[config.mk]
export PLATFORM = sky130hd
export DESIGN_NAME = ofm_drain
export DESIGN_NICKNAME = d
export VERILOG_FILES = /design/src/rtl/ofm_drain.sv
export SDC_FILE = /design/constraint.sdc
export NUM_CORES = 1
export LEC_CHECK = 0
export CORE_ASPECT_RATIO = 0.9
export CORE_UTILIZATION = 35
export DETAILED_ROUTE_END_ITERATION = 7
export PLACE_DENSITY = 0.64
export SLEW_MARGIN = 0
export SYNTH_ARGS = -nofsm -noshare
export SYNTH_HDL_FRONTEND = slang
export SYNTH_SLANG_ARGS = --single-unit
[constraint.sdc]
create_clock -name clk -period 2.5 [get_ports clk]
set_input_delay 0.5 -clock clk [delete_from_list [all_inputs] [get_ports clk]]
set_output_delay 0.5 -clock clk [all_outputs]
set_load 0.05 [all_outputs]
[src/rtl/ofm_drain.sv]
// Drains the OFM byte memory after a layer: reads bytes in order, packs them
// little-endian into 32-bit words and offers each word on a valid/ready port.
module ofm_drain #(
    parameter int OFM_AW  = 8,
    parameter int WORD_AW = 6
) (
    input  logic               clk,
    input  logic               rst,
    input  logic               start,
    input  logic [OFM_AW:0]    count,
    output logic               ofmRdEn,
    output logic [OFM_AW-1:0]  ofmRdAddr,
    input  logic [7:0]         ofmRdData,
    output logic               outValid,
    input  logic               outReady,
    output logic [31:0]        outData,
    output logic [WORD_AW-1:0] outAddr,
    output logic               busy,
    output logic               done
);

    typedef enum logic [2:0] {
        ST_IDLE,
        ST_RD,
        ST_CAP,
        ST_SEND,
        ST_DONE
    } state_t;

    state_t          state;
    logic [OFM_AW:0] cnt;
    logic [OFM_AW:0] idx;
    logic [OFM_AW:0] idx_inc;

    // idx is one bit wider than the address so a full-depth count is reachable
    assign idx_inc = idx + 1'b1;

    // outData doubles as the packing register; its lane is the low two bits of idx
    always_ff @(posedge clk or negedge rst) begin
        if (!rst) begin
            state     <= ST_IDLE;
            cnt       <= '0;
            idx       <= '0;
            ofmRdEn   <= 1'b0;
            ofmRdAddr <= '0;
            outValid  <= 1'b0;
            outData   <= '0;
            outAddr   <= '0;
            busy      <= 1'b0;
            done      <= 1'b0;
        end else begin
            case (state)
                ST_IDLE: begin
                    if (start) begin
                        busy <= 1'b1;
                        if (count != '0) begin
                            cnt       <= count;
                            idx       <= '0;
                            outData   <= '0;
                            outAddr   <= '0;
                            ofmRdEn   <= 1'b1;
                            ofmRdAddr <= '0;
                            state     <= ST_RD;
                        end else begin
                            done  <= 1'b1;
                            state <= ST_DONE;
                        end
                    end
                end
                ST_RD: begin
                    ofmRdEn <= 1'b0;
                    state   <= ST_CAP;
                end
                ST_CAP: begin
                    outData[{idx[1:0], 3'b000} +: 8] <= ofmRdData;
                    idx <= idx_inc;
                    if (idx[1:0] == 2'd3 || idx_inc == cnt) begin
                        outValid <= 1'b1;
                        state    <= ST_SEND;
                    end else begin
                        ofmRdEn   <= 1'b1;
                        ofmRdAddr <= idx_inc[OFM_AW-1:0];
                        state     <= ST_RD;
                    end
                end
                ST_SEND: begin
                    if (outReady) begin
                        outValid <= 1'b0;
                        outData  <= '0;
                        outAddr  <= outAddr + 1'b1;
                        if (idx == cnt) begin
                            done  <= 1'b1;
                            state <= ST_DONE;
                        end else begin
                            ofmRdEn   <= 1'b1;
                            ofmRdAddr <= idx[OFM_AW-1:0];
                            state     <= ST_RD;
                        end
                    end
                end
                ST_DONE: begin
                    done  <= 1'b0;
                    busy  <= 1'b0;
                    state <= ST_IDLE;
                end
                default: state <= ST_IDLE;
            endcase
        end
    end

endmodule

==> impl_metrics.csv <==
group,metric,value,unit
status,status,"finished, final reports clean",
power_and_ir_drop,p_leak,2.023,nW
worst_setup_path,timing.rr.end,"ofmRdAddr[7]$_DFFE_PN0P_",
die,die_y,97.19,um
placement,gp_congestion,0.8462,
detailed_routing,postRouteWirelength,8994,um
cts,clockBufferDepth,2,
yosys,seq_area_frac_synth,50.43,%
power_and_ir_drop,p_total,5.057,mW
yosys,syn_avg_cell_area,11.44,um^2
cts,cts_root_buf,"clkbuf_8",
timing,rsz0062_at_grt,"false",
finish,drive_gt1_share,21.01,%
placement,hpwl,6789,um
timing,setup_ws,0.08070,ns
global_routing,antenna_found_initial,0,
cts,cts.sinks,71,
power_and_ir_drop,powerDensity,1068,nW/um^2
detailed_routing,m1WireLength,4340,um
worst_setup_path,startpoint,"idx[0]$_DFFE_PN0P_",
worst_setup_path,criticalPathCategory,"reg2reg",
global_routing,grt_use_total,18.27,%
cts,cts_setup_buffers,0,
worst_setup_path,critical_path_buf_inv_count,2,
detailed_routing,top_layer,"met4",
worst_setup_path,crit_end,"ofmRdAddr[7]$_DFFE_PN0P_",
timing,fin_crit,2.419,ns
placement,placed_cells,524,
worst_setup_path,worstPathRequired,2.73,ns
worst_setup_path,setup.worst_path.end_class,"flip-flop",
die,floorplan.initialDensity,36.17,%
finish,final_common_cell,"dfrtp_1",
timing,skew,0.01173,ns
yosys,ys_ff_latch,71,
timing,min_period_over_period,96.77,%
finish,antennaDiodeCount,0,
detailed_routing,dr_total_vias,2784,
timing,slew_headroom,35.56,%
worst_setup_path,slowest_stage,"dfrtp_1",
worst_setup_path,reg2reg_slack,0.08,ns
detailed_routing,wl_per_cell,16.66,um
timing,setup_tns,0,ns
placement,dp_slack,-0.04584,ns
global_routing,grt_pass1_wl,14770,um
worst_setup_path,cp_max_fo,6,
timing,setup_violations,0,
timing,hold_viol_final,0,
detailed_routing,route.met2.wl,4151,um
worst_setup_path,timing.critical_path.arrival,2.65,ns
yosys,syn_nets,334,
worst_setup_path,worstPathCellList,"ha_1 > buf_4 > inv_1 > a211oi_1 > o31ai_1 > nand4_2 > o211ai_4 > mux2_4",
yosys,synth_top_area_share,50.43,%
worst_setup_path,cp_top_family,"compound AO/OA/AOI/OAI gates",
worst_setup_path,r2r_start,"idx[0]$_DFFE_PN0P_",
detailed_routing,dr.first_iter.drc_count,153,
yosys,synthTopCellsByArea,"dfrtp_1 50%, a22o_1 8.0%, xnor2_1 3.7%",
die,ios,71,
finish,instances_no_fill,540,
timing,drv_slew,0,
cts,h-tree-depth,3,
power_and_ir_drop,irDropWorstVdd,468.1,uV
finish,area_delta_synth_final,34.37,%
detailed_routing,drt_first_pass_iters,4,
cts,cts_tree,"yes",
finish,final_cell_mix,"71 x dfrtp_1, 69 x clkdlybuf4s50_1, 32 x a22o_1, 32 x buf_4, 23 x nor2_1",
yosys,ys_warn_count,0,
timing,worst_slew_pin_slew,0.9586,ns
placement,io_buffers,70,
job,drv_cap,0,
die,rows,34,
finish,final_nets,435,
worst_setup_path,reg2regPathDepth,8,
global_routing,grt_max_degree,29,
yosys,yosysTopAreaCell,"dfrtp_1",
yosys,synth_ff_type,"dfrtp_1",
die,die_w,107.8,um
detailed_routing,vias_per_cell,5.156,
yosys,synthesis.area,3523,um^2
hold_path,worstHoldPathType,"in2async",
global_routing,grt_pass1_vias,2767,
worst_setup_path,crit_cells,8,
cts,insertion_delay,0.34,ns
detailed_routing,drc_errors,0,
die,die_area,10470,um^2
yosys,ys_async_sr_fraction,100.0,%
die,core,9742,um^2
yosys,synth-edff-count,0,
worst_setup_path,slowest_delay,0.45,ns
cts,cts_buffers,9,
global_routing,overflow,0,
worst_setup_path,critical_path.startpoint_type,"flip-flop",
detailed_routing,dr_wl_met3,450,um
cts,cts.clk_slew.worst_paths,0.08,ns
yosys,syn_inst,308,
yosys,synth_cell_types,57,
finish,post-route-util,48.60,%
timing,fmax,413.3,MHz
detailed_routing,antenna_left,0,
==> where the power goes <==
group	switching, mW	internal [mW]	leakage, nW
clock	0.457	0.471	0.0964
combinational	1.48	1.04	0.977
sequential	0.232	1.38	0.950
==> worst min-delay path by stage <==
| stage | from | endpoint | slack [ns] |
|---|---|---|---|
| floorplan | rst | busy$_DFFE_PN0P_ | 0.20 |
| global route | rst | done$_DFFE_PN0P_ | 0.21 |
| finish | rst | idx[7]$_DFFE_PN0P_ | 0.18 |
| detailed placement | ofmRdAddr[2]$_DFFE_PN0P_ | ofmRdAddr[2]$_DFFE_PN0P_ | 0.48 |
| global placement | ofmRdEn$_DFFE_PN0P_ | ofmRdEn$_DFFE_PN0P_ | 0.48 |
| CTS | rst | outAddr[2]$_DFFE_PN0P_ | 0.19 |
==> final cells by class <==
| type | count | area (um^2) |
|---|---|---|
| clock buffers | 9 | 123.9 |
| clock inverters | 7 | 80.08 |
| fillers | 879 | 5007 |
| inverters | 9 | 33.78 |
| multi-input cells | 215 | 1607 |
| flip-flops and latches | 71 | 1777 |
| well taps | 126 | 157.7 |
| repair buffers | 103 | 955.9 |
==> metal layers <==
metal / vias up / track usage, %
met2: 75 / 26.28
li1: 1352 / -
met5: - / 0
met4: 0 / 5.690
met1: 1353 / 27.73
met3: 4 / 3.085
==> registers in the layout (all words and copies together), names as in the netlist <==
signal / count
busy: 1
cnt: 9
done: 1
idx: 9
ofmRdAddr: 8
ofmRdEn: 1
outAddr: 6
outData: 32
outValid: 1
state: 3
==> cells in the mapped netlist, drive strengths merged, types with 2 or more instances <==
cell     instances
nand4            9
nor2b            3
nand3b           2
nand3            8
and3             5
ha               5
o31ai            2
xnor2           15
nor4b            2
nand2           18
inv              9
xor2             7
o211ai           4
buf             12
or3              2
nor2            24
mux2            13
o22ai            4
nor3             3
a211oi           2
a21oi           14
a2bb2oi          2
dfrtp           71
nor4             7
o2bb2ai          5
o21ai           14
a22o            32
==> cells by family after synthesis <==
group / count (synthesis) / synth area share [%]
mux: 13 / 4.474
compound gates: 87 / 18.89
xor+xnor: 22 / 5.469
fa+ha+maj: 5 / 1.776
flops: 71 / 50.43
simple gates: 88 / 14.81
buf+inv: 22 / 4.155
==> what timing repair did <==
action	4_1_cts	5_1_grt
gates resized for setup	0	1
endpoints found under the setup margin	0	4
hold buffers	0	0
==> stage by stage <==
step / hold slack (ns) / cell area [um^2]
after floorplan: 0.2044 / 3523
after global placement: 0.4800 / 4524
after detailed placement: 0.4798 / 4524
after CTS: 0.1929 / 4728
after global routing: 0.2143 / 4735
final: 0.1803 / 4735
(Power assumes the default switching activity.)
